--- src/rtl/load_store_unit.sv ---
// load_store_unit: memory-access initiator between the execute stage and the word-wide memory.
// Accepts one load or store at a time; sub-word stores are done as read-modify-write.
//
// Ports:
//   clk_i, rst_ni          clock (rising edge), asynchronous active-low reset
//   req_i / ready_o        request handshake; req_i sampled only while ready_o = 1
//   store_i, size_i,       request kind (size 00 byte, 01 half, 10/11 word), sign extension
//   sign_i, addr_i,        byte address, store data (sub-word data in the LSBs)
//   wdata_i
//   rdata_o                load result, valid with done_o and held afterwards
//   done_o, fault_o        one-cycle completion pulse; fault_o marks a rejected request
//   mem_address_o,         word-aligned memory address, write data and write enable
//   mem_data_in_o,
//   mem_write_o
//   mem_data_out_i         synchronous read data (valid the cycle after the address)
module load_store_unit #(
    parameter int unsigned rom_end = 64000
) (
    input  logic        clk_i,
    input  logic        rst_ni,
    input  logic        req_i,
    output logic        ready_o,
    input  logic        store_i,
    input  logic [1:0]  size_i,
    input  logic        sign_i,
    input  logic [31:0] addr_i,
    input  logic [31:0] wdata_i,
    output logic [31:0] rdata_o,
    output logic        done_o,
    output logic        fault_o,
    output logic [31:0] mem_address_o,
    output logic [31:0] mem_data_in_o,
    output logic        mem_write_o,
    input  logic [31:0] mem_data_out_i
);

    localparam logic [31:0] RomEnd = 32'(rom_end);

    typedef enum logic [2:0] {
        StIdle,
        StRead,
        StCapture,
        StWrite,
        StDone
    } state_e;

    state_e      state_q, state_d;
    logic [1:0]  lane_q, lane_d;
    logic        store_q, store_d;
    logic [1:0]  size_q, size_d;
    logic        sign_q, sign_d;
    logic [15:0] wdata_q, wdata_d;
    logic [31:0] rdata_q, rdata_d;
    logic        fault_q, fault_d;
    logic        done_q, done_d;
    logic        mem_write_q, mem_write_d;
    logic [31:0] mem_address_q, mem_address_d;
    logic [31:0] mem_data_in_q, mem_data_in_d;

    logic        req_fault;

    // Load extraction: sub-word lanes are extended, full words are rotated right by the
    // byte offset (ARM unaligned-load behaviour).
    function automatic logic [31:0] extract(input logic [31:0] w, input logic [1:0] lane,
                                            input logic [1:0] sz, input logic sg);
        logic [7:0]  b;
        logic [15:0] h;
        logic [31:0] rot;
        logic [31:0] res;
        unique case (lane)
            2'd0: begin b = w[7:0];   rot = w;                    end
            2'd1: begin b = w[15:8];  rot = {w[7:0], w[31:8]};   end
            2'd2: begin b = w[23:16]; rot = {w[15:0], w[31:16]}; end
            default: begin b = w[31:24]; rot = {w[23:0], w[31:24]}; end
        endcase
        h = lane[1] ? w[31:16] : w[15:0];
        if (sz == 2'b00) begin
            res = {{24{sg & b[7]}}, b};
        end else if (sz == 2'b01) begin
            res = {{16{sg & h[15]}}, h};
        end else begin
            res = rot;
        end
        return res;
    endfunction

    // Store merge for byte/halfword: replace the addressed lane of the fetched word.
    function automatic logic [31:0] merge(input logic [31:0] w, input logic [1:0] lane,
                                          input logic [1:0] sz, input logic [15:0] d);
        logic [31:0] res;
        res = w;
        if (sz == 2'b00) begin
            unique case (lane)
                2'd0: res[7:0]   = d[7:0];
                2'd1: res[15:8]  = d[7:0];
                2'd2: res[23:16] = d[7:0];
                default: res[31:24] = d[7:0];
            endcase
        end else if (lane[1]) begin
            res[31:16] = d;
        end else begin
            res[15:0] = d;
        end
        return res;
    endfunction

    // ROM stores and misaligned halfwords are rejected without touching memory.
    assign req_fault = (store_i && (addr_i < RomEnd)) || ((size_i == 2'b01) && addr_i[0]);

    always_comb begin
        state_d       = state_q;
        lane_d        = lane_q;
        store_d       = store_q;
        size_d        = size_q;
        sign_d        = sign_q;
        wdata_d       = wdata_q;
        rdata_d       = rdata_q;
        fault_d       = fault_q;
        mem_address_d = mem_address_q;
        mem_data_in_d = mem_data_in_q;

        unique case (state_q)
            StIdle: begin
                if (req_i) begin
                    lane_d  = addr_i[1:0];
                    store_d = store_i;
                    size_d  = size_i;
                    sign_d  = sign_i;
                    wdata_d = wdata_i[15:0];
                    if (req_fault) begin
                        fault_d = 1'b1;
                        state_d = StDone;
                    end else begin
                        mem_address_d = {addr_i[31:2], 2'b00};
                        if (store_i && size_i[1]) begin
                            // Full-word store needs no read; size 11 behaves as word.
                            mem_data_in_d = wdata_i;
                            state_d       = StWrite;
                        end else begin
                            state_d = StRead;
                        end
                    end
                end
            end
            StRead: begin
                state_d = StCapture;
            end
            StCapture: begin
                if (store_q) begin
                    mem_data_in_d = merge(mem_data_out_i, lane_q, size_q, wdata_q);
                    state_d       = StWrite;
                end else begin
                    rdata_d = extract(mem_data_out_i, lane_q, size_q, sign_q);
                    state_d = StDone;
                end
            end
            StWrite: begin
                state_d = StDone;
            end
            StDone: begin
                fault_d = 1'b0;
                state_d = StIdle;
            end
            default: begin
                fault_d = 1'b0;
                state_d = StIdle;
            end
        endcase

        done_d      = (state_d == StDone);
        mem_write_d = (state_d == StWrite);
    end

    always_ff @(posedge clk_i or negedge rst_ni) begin
        if (!rst_ni) begin
            state_q       <= StIdle;
            lane_q        <= 2'b00;
            store_q       <= 1'b0;
            size_q        <= 2'b00;
            sign_q        <= 1'b0;
            wdata_q       <= 16'h0000;
            rdata_q       <= 32'h0000_0000;
            fault_q       <= 1'b0;
            done_q        <= 1'b0;
            mem_write_q   <= 1'b0;
            mem_address_q <= 32'h0000_0000;
            mem_data_in_q <= 32'h0000_0000;
        end else begin
            state_q       <= state_d;
            lane_q        <= lane_d;
            store_q       <= store_d;
            size_q        <= size_d;
            sign_q        <= sign_d;
            wdata_q       <= wdata_d;
            rdata_q       <= rdata_d;
            fault_q       <= fault_d;
            done_q        <= done_d;
            mem_write_q   <= mem_write_d;
            mem_address_q <= mem_address_d;
            mem_data_in_q <= mem_data_in_d;
        end
    end

    assign ready_o       = (state_q == StIdle);
    assign rdata_o       = rdata_q;
    assign done_o        = done_q;
    assign fault_o       = fault_q;
    assign mem_address_o = mem_address_q;
    assign mem_data_in_o = mem_data_in_q;
    assign mem_write_o   = mem_write_q;

endmodule

--- config.mk ---
export PLATFORM = sky130hd
export DESIGN_NAME = load_store_unit
export DESIGN_NICKNAME = d
export VERILOG_FILES = /design/src/rtl/load_store_unit.sv
export SDC_FILE = /design/constraint.sdc
export NUM_CORES = 1
export LEC_CHECK = 0
export ABC_AREA = 1
export CAP_MARGIN = 30
export CORE_MARGIN = 10
export CORE_UTILIZATION = 52
export CTS_BUF_LIST = sky130_fd_sc_hd__clkbuf_16
export CTS_CLUSTER_DIAMETER = 80
export DETAILED_ROUTE_END_ITERATION = 6
export PLACE_DENSITY = 0.86
export SKIP_CTS_REPAIR_TIMING = 1
export SLEW_MARGIN = 30
export SYNTH_ARGS = -nofsm -noshare
export SYNTH_HDL_FRONTEND = slang
export SYNTH_SLANG_ARGS = --single-unit
export TNS_END_PERCENT = 10
--- constraint.sdc ---
create_clock -name clk_i -period 3.3 [get_ports clk_i]
set_clock_uncertainty 0.05 [all_clocks]
set_input_delay 0.66 -clock clk_i [delete_from_list [all_inputs] [get_ports clk_i]]
set_output_delay 0.66 -clock clk_i [all_outputs]
set_load 0.01 [all_outputs]
Yosys cells after proc, flatten, opt, wreduce, memory -nomap -nowiden:

Cells that the tools add are included.

* output and inout port bits: 100
* bits of input ports: 103
* register bits after elaboration: 122

* $lt $le $gt $ge: 1
* eq/ne operators: 14
* reduce and logical (&&, ||, !) cells: 15
* bitwise logic cells: 5
* mux-type cells: 27

Operator list (number)
* two-way mux 32 bit: 7
* one-hot mux 32 bit (3 select lines): 1
* one-hot mux 32 bit (2 select lines): 1
* two-way mux 16 bit: 3
* two-way mux 8 bit: 6
* less-than comparator 32 x 16 -> 1 bit, second input constant: 1
* one-hot mux 8 bit (3 select lines): 1
* one-hot mux 3 bit (4 select lines): 1
* == test 3 x 2 -> 1 bit, second input constant: 3
* two-way mux 3 bit: 3
* == test 2 x 1 -> 1 bit, second input constant: 3
* != test 2 bit, second input constant: 3
* AND reduction 3 bit: 2
* OR reduction 3 bit: 2
* AND reduction 5 bit: 1
* zero test 2 bit: 2
* != test 2 x 1 -> 1 bit, second input constant: 2
* AND reduction 2 bit: 2
* == test 3 x 1 -> 1 bit, second input constant: 1
* == test 3 bit, second input constant: 1
* logical AND 1 bit: 3
* zero test 3 bit: 1
* inverter 1 bit: 3
* AND 1 bit: 2
* other kinds (6): 7

Logic depth before layout (Yosys ltp):

* depth in word-level cells: 7
* depth in mapped cells: 11
* depth with buffers taken out: 10

Least setup slack after synthesis:

OpenSTA, ideal clock, no wires.

* kind: input to register
* from: in mem_data_out_i[15]
* to: reg rdata_q[26] (netlist: rdata_o[26])
* path slack: 1.624 ns
* library setup time: 0.118 ns
* stages on the path: 8
* path buffers: 0
* arrival: 1.508 ns
* data required time: 3.132 ns
* cells stage by stage: inv_1 o21ai_2 o211ai_2 nand2_4 inv_4 nand2_4 nand2_1 nor2_1

* cells in the longest elaborated chain, start to end: 5
* elaborated cells between the ends (all ways): 8
* those cells by class: mux (6); bitwise (2)

Ends and longest elaborated chain
* from (decl): line 34 `input logic [31:0] mem_data_out_i`
* one-hot mux 8 bit (3 select lines): line 70 `unique case (lane)`
* two-way mux 8 bit: line 149 `if (store_q) begin`
* two-way mux 8 bit: line 122 `unique case (state_q)`
* AND 1 bit: line 78 `res = {{24{sg & b[7]}}, b};`
* two-way mux 32 bit (*): line 77 `if (sz == 2'b00) begin`
* to (signal assigned): line 195 `rdata_q <= rdata_d;`
* to (decl): line 53 `logic [31:0] rdata_q, rdata_d;`

Mark *: on every way between the ends. The rest lies on a longest branch, timed or not. The select of a mux whose other input is x is not followed.
A chain may end at the register's enable or synchronous reset.

Worst setup path after layout:

* from: reg state_q[2]
* to: out ready_o

* cells in the longest elaborated chain, start to end: 1

Ends and longest elaborated chain
* from (decl): line 47 `state_e state_q, state_d;`
* from (signal assigned): line 176 `state_q <= StIdle;`
* from (signal assigned): line 189 `state_q <= state_d;`
* zero test 3 bit: line 204 `assign ready_o = (state_q == StIdle);`
* to (decl): line 22 `output logic ready_o,`

No other way between the ends.

==> impl_summary.log <==
[metrics] htree depth: 4
[metrics] count of max-cap constraint violations: 0
[metrics] first-pass GRT wire length: 40400 um
[metrics] WP data required: ~2.6 ns
[metrics] Worst-Skew Late Latency: 0.42 ns
[metrics] Post-Synthesis Cell Area: 0.00705 mm^2
[metrics] Total Wirelength: 26000 um
[metrics] total global-route track usage: 27.6%
[metrics] number of remaining DRC errors: 0
[metrics] kind of start point of the critical path: flip-flop
[metrics] clock transition at the registers of the reported paths: 0.05 ns
[metrics] IO Count: between 200 and 250
[metrics] Setup Total Neg Slack: 0 ns
[metrics] number of pins exceeding their max-slew limit in the final report: 0
[metrics] min setup slack post-route: ~0.8 ns
[metrics] initial antenna violation count: 0
[metrics] clk sink count: 122
[metrics] min Tclk post-route: 2.50 ns
[metrics] Max Fclk: 399 MHz
[metrics] die outline height: 136 um
[metrics] sequence of cells on the critical path: nor2_2 -> nand2_2 -> inv_2 -> clkdlybuf4s50_1
[metrics] number of placement rows: 42
[metrics] Slowest cell on crit path: clkdlybuf4s50_1
[metrics] buffers plus inverters on the worst setup path: 2
[metrics] number of iterations in the first detailed-routing pass: 7
[metrics] number of distinct library cell variants in the gate-level netlist after synthesis: 38
[metrics] Post-DP HPWL: 19200 um
[metrics] Routed WL per cell: about 19 um
[metrics] TritonCTS clock tree: done
[metrics] Leakage Power: 4.53 nW
[metrics] Final Util: 72.6%
[metrics] commonest cells after routing, fill and taps aside: 357 x nand2_1, 199 x clkdlybuf4s50_1, 122 x dfrtp_1
[metrics] Register-to-Register Setup Slack: slightly above 0.8 ns
[metrics] final setup violation count: 0
[metrics] number of clock buffers inserted by TritonCTS: 17
[metrics] family with the most delay on the worst path: buffers and inverters
[metrics] flip-flop and latch count after synthesis: 122
[metrics] crit share post-route: around three quarters
[metrics] Arrival @ worst endpoint: 1.79 ns
[metrics] placement-stage worst setup slack: 0.597 ns
[metrics] Layout area overhead: 36.3%
[metrics] First DRT Iteration DRCs: 1043
[metrics] Rel. slew slack: 42.7%
[metrics] DRT antenna net count: 0
[metrics] slew at the pin closest to its max-slew limit: between 0.8 and 0.9 ns
[metrics] peak supply drop: 0.623 mV
[metrics] number of warnings reported in the yosys synthesis log: 0
[metrics] Cell Pwr Density: 1070 mW/mm^2
[metrics] maximum count of clock buffers along a single path: 2
[metrics] count of mapped cells out of synthesis: 986
[metrics] pin count of the biggest net entering global routing: 67
[metrics] CP Max Fanout: 5
[metrics] placeable core region: between 0.01 and 0.015 mm^2
[metrics] number of endpoints with negative hold slack in the final report: 0
[metrics] final net count: 1264
[metrics] vias after detailed routing: 7871
[metrics] CTS root buf: clkbuf_16
[metrics] Buffers on Ports: 200
[metrics] final std cells w/o fill: 1349
[metrics] path type of the worst setup path: flip-flop to output pin
[metrics] number of global-route vias before repair: 7588
[metrics] most common cell after layout, fill and taps aside: nand2_1
[metrics] DIE AREA: 0.0186 mm^2
[metrics] initial core utilization: 53.2%
[metrics] number of inserted diodes: 0
[metrics] via count normalized by instance count: 5.83
[metrics] placer's final routability congestion estimate: 1.00
[metrics] worst hold-check path type: input pin to async pin
[metrics] layout cell share with drive strength beyond 1: 6.99%
[metrics] overall die width: 136 um
[metrics] run status: completed
[metrics] sequential-to-total area share from yosys stat: 43.3%
[metrics] global-route congestion overflow total: 0
[metrics] mean post-synth cell area: around 7 um^2
[metrics] CP Capture Type: output pin
[metrics] largest stage delay on the critical path: 0.56 ns
[metrics] cell total after placement: approximately 1300
[metrics] unrepaired setup endpoints after global routing: no
per-stage QoR:
step / hold WS [ns] / total power, W / area (um^2)
detailed placement: 0.412 / 0.00843 / 9070
CTS: 0.338 / 0.0102 / 9610
floorplan: 0.314 / 0.00611 / 7050
global route: 0.377 / 0.0110 / 9610
global placement: 0.403 / 0.00830 / 9070
finish: 0.304 / 0.0103 / 9610
registers in the layout (all words and copies together) (netlist names):
name           count
done_o             1
fault_o            1
lane_q             2
mem_address_o     30
mem_data_in_o     32
mem_write_o        1
rdata_o           32
sign_q             1
size_q             2
state_q            3
store_q            1
wdata_q           16
cell usage after synthesis, drive strengths merged:
master / n / share of area [%]
inv: 67 / 3.6
nand3b: 1 / 0.11
nand3: 57 / 4.5
clkbuf: 13 / 0.69
a2bb2oi: 4 / 0.50
a31oi: 10 / 0.89
nor2: 65 / 3.7
mux2i: 1 / 0.14
o211ai: 30 / 3.3
a22o: 1 / 0.12
conb: 1 / 0.053
buf: 48 / 4.0
o2111ai: 3 / 0.37
o22ai: 4 / 0.35
or2: 5 / 0.44
o2111a: 1 / 0.16
nor3: 2 / 0.14
o22a: 5 / 0.62
dfrtp: 122 / 43
nand2: 366 / 20
o21ai: 127 / 9.1
o21a: 2 / 0.21
a21oi: 50 / 3.6
o31ai: 1 / 0.11
final cells by class:
type                       count  area, um^2
sequential                   122        3050
tap                          176         220
clock buffer                  17         425
inverter                      67         254
fill                        1077        3630
clock inverter                14         108
multi-input combinational    737        3420
timing repair buffer         216        2130
kinds of logic after synthesis:
logic type | synth area share, %
simple gates | 28.9
mux | 0.142
flops | 43.3
other cells | 0.0532
compound gates | 19.3
buf+inv | 8.31
path summary, 6_finish.rpt:
check	start	endpoint	depth (start not counted)
worst max-delay path	state_q[2]	ready_o	4
worst min register to register	mem_data_in_o[7]	mem_data_in_o[7]	2
worst max register to register	size_q[1]	rdata_o[26]	9
worst min-delay path	rst_ni	rdata_o[13]	1
max in group asynchronous	rst_ni	mem_data_in_o[27]	2
min in group clk_i	mem_data_in_o[7]	mem_data_in_o[7]	2
power by group:
group / leakage, nW / total [W] / switching (W) / internal, W
sequential: 1.48 / 0.00278 / 0.000521 / 0.00226
combinational: 2.79 / 0.00577 / 0.00346 / 0.00232
clock: 0.259 / 0.00173 / 0.000710 / 0.00102
per-layer routing:
metal / part of all wire, % / global-route usage [%]
met1: 37 / 33.8
met2: 46 / 43.3
met3: 12 / 8.86
met4: 4.2 / 13.2
met5: 0 / 0
No activity file was read; power rests on OpenSTA's default activity.
